File: src/rtl/pipeline_hazard_ctrl_if.sv
// Hazard-controller signal bundle between the pipeline datapath and pipeline_hazard_ctrl.
// The master modport is the datapath side; the slave modport is the controller side.
interface pipeline_hazard_ctrl_if #(
  parameter int REG_W = 5
);
  logic [REG_W-1:0] id_rs;
  logic [REG_W-1:0] id_rt;
  logic             id_uses_rt;
  logic             id_is_muldiv;
  logic             id_reads_hilo;
  logic             ex_mem_read;
  logic [REG_W-1:0] ex_rt;
  logic             mem_pc_src;

  logic             pc_write;
  logic             if_id_write;
  logic             if_id_flush;
  logic             id_ex_flush;
  logic             ex_mem_flush;
  logic             md_start;
  logic             md_abort;
  logic             md_busy;
  logic             md_done;

  modport master (
    output id_rs, id_rt, id_uses_rt, id_is_muldiv, id_reads_hilo,
           ex_mem_read, ex_rt, mem_pc_src,
    input  pc_write, if_id_write, if_id_flush, id_ex_flush, ex_mem_flush,
           md_start, md_abort, md_busy, md_done
  );

  modport slave (
    input  id_rs, id_rt, id_uses_rt, id_is_muldiv, id_reads_hilo,
           ex_mem_read, ex_rt, mem_pc_src,
    output pc_write, if_id_write, if_id_flush, id_ex_flush, ex_mem_flush,
           md_start, md_abort, md_busy, md_done
  );
endinterface

File: src/rtl/pipeline_hazard_ctrl.sv
// Load-use / HI-LO stall, branch flush and mult/div sequencing for the 5-stage pipeline.
// Optional macro HAZARD_PERF_EN adds saturating stall/flush event counters.
module pipeline_hazard_ctrl #(
  parameter int MD_LATENCY = 32,
  parameter int REG_W      = 5
) (
  input  logic                   clk,
  input  logic                   rst_n,
  pipeline_hazard_ctrl_if.slave  hz_if
`ifdef HAZARD_PERF_EN
  ,
  output logic [31:0]            stall_cycles_o,
  output logic [31:0]            flush_events_o
`endif
);

  localparam int CNT_W = $clog2(MD_LATENCY);
  localparam logic [CNT_W-1:0] CNT_FIRST = CNT_W'(MD_LATENCY - 1);

  typedef enum logic {
    RUN     = 1'b0,
    MD_WAIT = 1'b1
  } state_e;

  state_e           state_q, state_d;
  logic [CNT_W-1:0] mdCnt_q, mdCnt_d;

  logic loadUse;
  logic hiloHaz;
  logic inWait;
  logic stall;
  logic issue;
  logic abort;
  logic done;

  // Hazard detection; a taken branch in MEM squashes the stalled instruction anyway, so it wins.
  always_comb begin
    inWait  = (state_q == MD_WAIT);
    loadUse = hz_if.ex_mem_read && (hz_if.ex_rt != '0) &&
              ((hz_if.ex_rt == hz_if.id_rs) ||
               (hz_if.id_uses_rt && (hz_if.ex_rt == hz_if.id_rt)));
    hiloHaz = inWait && (hz_if.id_reads_hilo || hz_if.id_is_muldiv);
    stall   = (loadUse || hiloHaz) && !hz_if.mem_pc_src;
    issue   = !inWait && hz_if.id_is_muldiv && !loadUse && !hz_if.mem_pc_src;
    abort   = inWait && hz_if.mem_pc_src && (mdCnt_q == CNT_FIRST);
    done    = inWait && (mdCnt_q == '0) && !abort;
  end

  // Outputs are forced to their idle values while reset is held, independent of inputs.
  always_comb begin
    hz_if.pc_write     = 1'b1;
    hz_if.if_id_write  = 1'b1;
    hz_if.if_id_flush  = 1'b0;
    hz_if.id_ex_flush  = 1'b0;
    hz_if.ex_mem_flush = 1'b0;
    hz_if.md_start     = 1'b0;
    hz_if.md_abort     = 1'b0;
    hz_if.md_busy      = 1'b0;
    hz_if.md_done      = 1'b0;
    if (rst_n) begin
      hz_if.pc_write     = !stall;
      hz_if.if_id_write  = !stall;
      hz_if.if_id_flush  = hz_if.mem_pc_src;
      hz_if.id_ex_flush  = stall || hz_if.mem_pc_src;
      hz_if.ex_mem_flush = hz_if.mem_pc_src;
      hz_if.md_start     = issue;
      hz_if.md_abort     = abort;
      hz_if.md_busy      = inWait;
      hz_if.md_done      = done;
    end
  end

  always_comb begin
    state_d = state_q;
    mdCnt_d = mdCnt_q;
    case (state_q)
      RUN: begin
        if (issue) begin
          state_d = MD_WAIT;
          mdCnt_d = CNT_FIRST;
        end
      end
      MD_WAIT: begin
        if (abort || (mdCnt_q == '0)) begin
          state_d = RUN;
          mdCnt_d = '0;
        end else begin
          mdCnt_d = mdCnt_q - CNT_W'(1);
        end
      end
      default: begin
        state_d = RUN;
        mdCnt_d = '0;
      end
    endcase
  end

  always_ff @(posedge clk or negedge rst_n) begin
    if (!rst_n) begin
      state_q <= RUN;
      mdCnt_q <= '0;
    end else begin
      state_q <= state_d;
      mdCnt_q <= mdCnt_d;
    end
  end

`ifdef HAZARD_PERF_EN
  // Event counters stick at all-ones rather than wrapping.
  always_ff @(posedge clk or negedge rst_n) begin
    if (!rst_n) begin
      stall_cycles_o <= '0;
      flush_events_o <= '0;
    end else begin
      if (!hz_if.pc_write && (stall_cycles_o != 32'hFFFF_FFFF)) begin
        stall_cycles_o <= stall_cycles_o + 32'd1;
      end
      if (hz_if.mem_pc_src && (flush_events_o != 32'hFFFF_FFFF)) begin
        flush_events_o <= flush_events_o + 32'd1;
      end
    end
  end
`endif

endmodule

File: src/flat_wrapper.sv
// flat-port wrapper written by rule: the top's interface ports become plain ports
module pipeline_hazard_ctrl_flat 
#(
  parameter int MD_LATENCY = 32,
  parameter int REG_W      = 5
)
  (clk, rst_n, hz_if_id_rs, hz_if_id_rt, hz_if_id_uses_rt, hz_if_id_is_muldiv, hz_if_id_reads_hilo, hz_if_ex_mem_read, hz_if_ex_rt, hz_if_mem_pc_src, hz_if_pc_write, hz_if_if_id_write, hz_if_if_id_flush, hz_if_id_ex_flush, hz_if_ex_mem_flush, hz_if_md_start, hz_if_md_abort, hz_if_md_busy, hz_if_md_done);
  pipeline_hazard_ctrl_if #(.REG_W(REG_W)) hz_if_i ();
  input  logic clk;
  input  logic rst_n;
  input wire logic [$bits(hz_if_i.id_rs)-1:0] hz_if_id_rs;
  input wire logic [$bits(hz_if_i.id_rt)-1:0] hz_if_id_rt;
  input wire logic [$bits(hz_if_i.id_uses_rt)-1:0] hz_if_id_uses_rt;
  input wire logic [$bits(hz_if_i.id_is_muldiv)-1:0] hz_if_id_is_muldiv;
  input wire logic [$bits(hz_if_i.id_reads_hilo)-1:0] hz_if_id_reads_hilo;
  input wire logic [$bits(hz_if_i.ex_mem_read)-1:0] hz_if_ex_mem_read;
  input wire logic [$bits(hz_if_i.ex_rt)-1:0] hz_if_ex_rt;
  input wire logic [$bits(hz_if_i.mem_pc_src)-1:0] hz_if_mem_pc_src;
  output wire logic [$bits(hz_if_i.pc_write)-1:0] hz_if_pc_write;
  output wire logic [$bits(hz_if_i.if_id_write)-1:0] hz_if_if_id_write;
  output wire logic [$bits(hz_if_i.if_id_flush)-1:0] hz_if_if_id_flush;
  output wire logic [$bits(hz_if_i.id_ex_flush)-1:0] hz_if_id_ex_flush;
  output wire logic [$bits(hz_if_i.ex_mem_flush)-1:0] hz_if_ex_mem_flush;
  output wire logic [$bits(hz_if_i.md_start)-1:0] hz_if_md_start;
  output wire logic [$bits(hz_if_i.md_abort)-1:0] hz_if_md_abort;
  output wire logic [$bits(hz_if_i.md_busy)-1:0] hz_if_md_busy;
  output wire logic [$bits(hz_if_i.md_done)-1:0] hz_if_md_done;
  assign hz_if_i.id_rs = hz_if_id_rs;
  assign hz_if_i.id_rt = hz_if_id_rt;
  assign hz_if_i.id_uses_rt = hz_if_id_uses_rt;
  assign hz_if_i.id_is_muldiv = hz_if_id_is_muldiv;
  assign hz_if_i.id_reads_hilo = hz_if_id_reads_hilo;
  assign hz_if_i.ex_mem_read = hz_if_ex_mem_read;
  assign hz_if_i.ex_rt = hz_if_ex_rt;
  assign hz_if_i.mem_pc_src = hz_if_mem_pc_src;
  assign hz_if_pc_write = hz_if_i.pc_write;
  assign hz_if_if_id_write = hz_if_i.if_id_write;
  assign hz_if_if_id_flush = hz_if_i.if_id_flush;
  assign hz_if_id_ex_flush = hz_if_i.id_ex_flush;
  assign hz_if_ex_mem_flush = hz_if_i.ex_mem_flush;
  assign hz_if_md_start = hz_if_i.md_start;
  assign hz_if_md_abort = hz_if_i.md_abort;
  assign hz_if_md_busy = hz_if_i.md_busy;
  assign hz_if_md_done = hz_if_i.md_done;
  pipeline_hazard_ctrl #(.MD_LATENCY(MD_LATENCY), .REG_W(REG_W)) u_core (.clk(clk), .rst_n(rst_n), .hz_if(hz_if_i));
endmodule
File: config.mk
export PLATFORM = sky130hd
export DESIGN_NAME = pipeline_hazard_ctrl_flat
export DESIGN_NICKNAME = d
export VERILOG_FILES = /design/src/rtl/pipeline_hazard_ctrl_if.sv /design/src/rtl/pipeline_hazard_ctrl.sv /design/src/flat_wrapper.sv
export SDC_FILE = /design/constraint.sdc
export NUM_CORES = 1
export LEC_CHECK = 0
export BUFFER_PORTS_ARGS = -buffer_cell sky130_fd_sc_hd__buf_2
export CORE_UTILIZATION = 44
export DETAILED_ROUTE_END_ITERATION = 12
export PLACE_DENSITY = 0.77
export SYNTH_ARGS = -nofsm -noshare
export SYNTH_HDL_FRONTEND = slang
export SYNTH_SLANG_ARGS = --single-unit
export TNS_END_PERCENT = 5
File: constraint.sdc
create_clock -name clk -period 2 [get_ports clk]
set_input_delay 0.2 -clock clk [delete_from_list [all_inputs] [get_ports clk]]
set_output_delay 0.2 -clock clk [all_outputs]
set_load 0.05 [all_outputs]
==> qor.yml <==
outcome:
  outcome: "complete, no violations"
yosys:
  synth_compound_area_share_pct: 27.5
  syn_area_sq_um: 624
  synth_xor_area_share_pct: 15.4
  synth-adder-area-share_pct: 4.01
  syn_inst: 77
  synth_top_family_by_area: "compound AO/OA/AOI/OAI gates"
  yosysSeqAreaShare_pct: 24.0
  ys_ff_latch: 6
  synth.distinct_cells: 28
  synth.net_count: 101
  synth_mux_area_share_pct: 0
  synth.avg_cell_area_sq_um: 8.11
  ys_warn_count: 0
  synthSimpleGateAreaFrac_pct: 21.8
sta:
  fmax_mhz: 543
  post-route-period-util_pct: 92.0
  worst_hold_slack_ps: 350
  skew_ps: 0.794
  setup_violations: 0
  rsz0062_at_grt: "no"
  slew_violations: 0
  tns_ps: 0
  hold_viol: 0
  maxSlewHeadroom_pct: 74.9
  period_needed_ps: 1840
  worstMarginPinSlew_ps: 377
floorplanning:
  initial_utilization_pct: 47.4
  die_y_um: 39.7
  rows: 13
  core_sq_um: 1320
  die_x_um: 39.7
  dieArea_sq_um: 1570
  io_pins: 31
worst_setup_path:
  r2r_setup_slack_ps: 370
  worstPathMaxFanout: 6
  critical_path.cell_chain: "inv_1, ha_1, nor4b_1, and2_1, buf_2"
  crit_slowest_cell: "dfrtp_1"
  cp.arrival_ps: 1640
  path_class: "flop to output port"
  worst-r2r-cell-count: 7
  max_stage_delay_ps: 430
  cp-end-kind: "output port"
  required_ps: 1800
  rr_endpoint: "u_core.mdCnt_q[2]"
  rr_startpoint: "u_core.mdCnt_q[0]"
  start_kind: "flop"
drt:
  drc_errors: 0
  drt_iter0_drc: 8
  firstDrtPassIters: 5
  wirelength_mm: 1.40
  ant_nets: 0
  wl_per_cell_um: 11.3
  vias: 655
  avgViaCountPerCell: 5.28
clocking:
  cts_sinks: 6
  h-tree-depth: 1
  cts.clk_slew.worst_paths_ps: 40
  cts_tree: "done"
  cts-root-buf: "clkbuf_4"
  insertion_delay_ps: 230
  clock_path_buffers: 2
  numCtsBuffers: 3
global_routing:
  grt_usage_pct: 20.7
  antenna_found_initial: 0
  grt_max_degree: 13
  grt_overflow_total: 0
  first_global_vias: 555
  grt_pass1_wl_mm: 2.18
final_layout:
  final_common_cell: "buf_2"
  drive_gt1_share_pct: 36.7
  layout_common_cells: "buf_2, xor2_1, o21ai_0"
  finalNonFillerCells: 124
  nets: 135
  num_antenna_cells: 0
  design_area_sq_um: 822
  area.growth.synth_to_final_pct: 31.7
power:
  internal_power_mw: 0.426
  seqPwrFrac_pct: 34.3
  p_total_mw: 0.797
  p_per_area_nw_per_um2: 970
  leakage_nw: 0.384
  clkPwrFrac_pct: 13.2
  pwr-share-comb_pct: 52.5
  irDropWorstVdd_mv: 0.393
  switchingPower_mw: 0.371
  p_sw_share_pct: 46.5
placed_design:
  dp_hpwl_mm: 1.15
  gp_congestion: 0.759
  placedCellCount: 120
  postPlaceCellArea_sq_um: 790
  io_buffers: 30
min_path:
  min_path_type: "input port to asynchronous set/reset pin"
flow_run:
  cap_violations: 0
synth_stat cells:
cell      instances  share of area (%)
a21oi_2           1                1.4
o21a_1            1                1.2
a21oi_1           5                4.0
or4_4             1                1.8
nand3_1           2                1.6
and2_1            4                4.0
xor2_1            7                9.8
nor4_1            1                1.0
o21ai_0           7                5.6
o21ai_4           1                2.6
xnor2_1           4                5.6
o21bai_1          1                1.2
nand4_1           1                1.0
o31ai_1           5                6.0
nor3_1            5                4.0
nand2_1           3                1.8
ha_1              2                4.0
o211ai_1          2                2.4
clkbuf_1          3                1.8
nor4b_1           1                1.4
nor2_1            3                1.8
buf_4             2                2.4
o31a_1            1                1.4
o211a_1           1                1.6
inv_1             5                3.0
dfrtp_1           6                 24
nor4b_2           1                2.4
nor2b_1           1                1.0
registers in the layout (all words and copies together) (netlist names):
name            cells
u_core.mdCnt_q      5
u_core.inWait       1
per-layer routing:
metal  GRT usage [%]  wire length (um)  up-vias
met3            3.41                55        0
met2            38.9               767       22
met4            7.76                 0        0
met5               0                 0        -
met1            22.6               573      291
li1                -                 -      342
kinds of logic (layout without fill, tap and decap cells):
family,count (synthesis),count (layout)
AOI/OAI and AO/OA,25,25
xor gates and xnor gates,11,11
adders and majority gates,2,2
buffers and inverters,10,42
DFF,6,6
and+or+nand+nor,23,23
worst max-delay path, delay by kind of cell, from the launching register on:
family	cells	cell delay, ps
flip-flops	1	430
AND/OR/NAND/NOR	2	460
adder cells (fa/ha/maj)	1	190
buffers and inverters	2	330
final cells by class:
| type | count | area [sq um] |
|---|---|---|
| Fill cell | 125 | 495 |
| Multi-Input combinational cell | 61 | 429 |
| Timing Repair Buffer | 34 | 183 |
| Sequential cell | 6 | 150 |
| Clock buffer | 3 | 22.5 |
| Inverter | 5 | 18.8 |
| Tap cell | 15 | 18.8 |
timing repair:
action / in CTS / in global routing
gates resized for setup: 0 / 0
endpoints found under the hold margin: 6 / 0
setup endpoints to repair: 0 / 0
buffers inserted: 0 / 0
hold buffers: 1 / 0
worst max-delay path by stage:
stage / startpoint / endpoint / slack (ps) / cells after the start
6_report: u_core.mdCnt_q[0] / hz_if_md_done / 160 / 5
5_1_grt: u_core.mdCnt_q[0] / hz_if_md_done / 6 / 5
4_1_cts: u_core.mdCnt_q[0] / hz_if_md_done / 150 / 5
3_3_place_gp: hz_if_ex_rt[0] / hz_if_md_start / 190 / 6
2_1_floorplan: hz_if_ex_rt[0] / hz_if_pc_write / -370 / 5
3_5_place_dp: hz_if_ex_rt[0] / hz_if_md_start / 170 / 6
per-stage QoR:
| step | setup slack, ps | util, % |
|---|---|---|
| 3_5_place_dp | 174 | 59.9 |
| 3_3_place_gp | 194 | 59.9 |
| 5_1_grt | 6.17 | 62.4 |
| 6_report | 159 | 62.4 |
| 4_1_cts | 146 | 62.4 |
| 2_1_floorplan | -368 | - |
power groups by stage:
stage	combinational, mW	sequential [mW]	clock (mW)
2_1_floorplan	0.364	0.218	0
3_3_place_gp	0.415	0.266	0
3_5_place_dp	0.420	0.273	0
4_1_cts	0.424	0.271	0.108
5_1_grt	0.475	0.282	0.114
6_report	0.419	0.273	0.105
No activity file was read; power rests on OpenSTA's default activity.
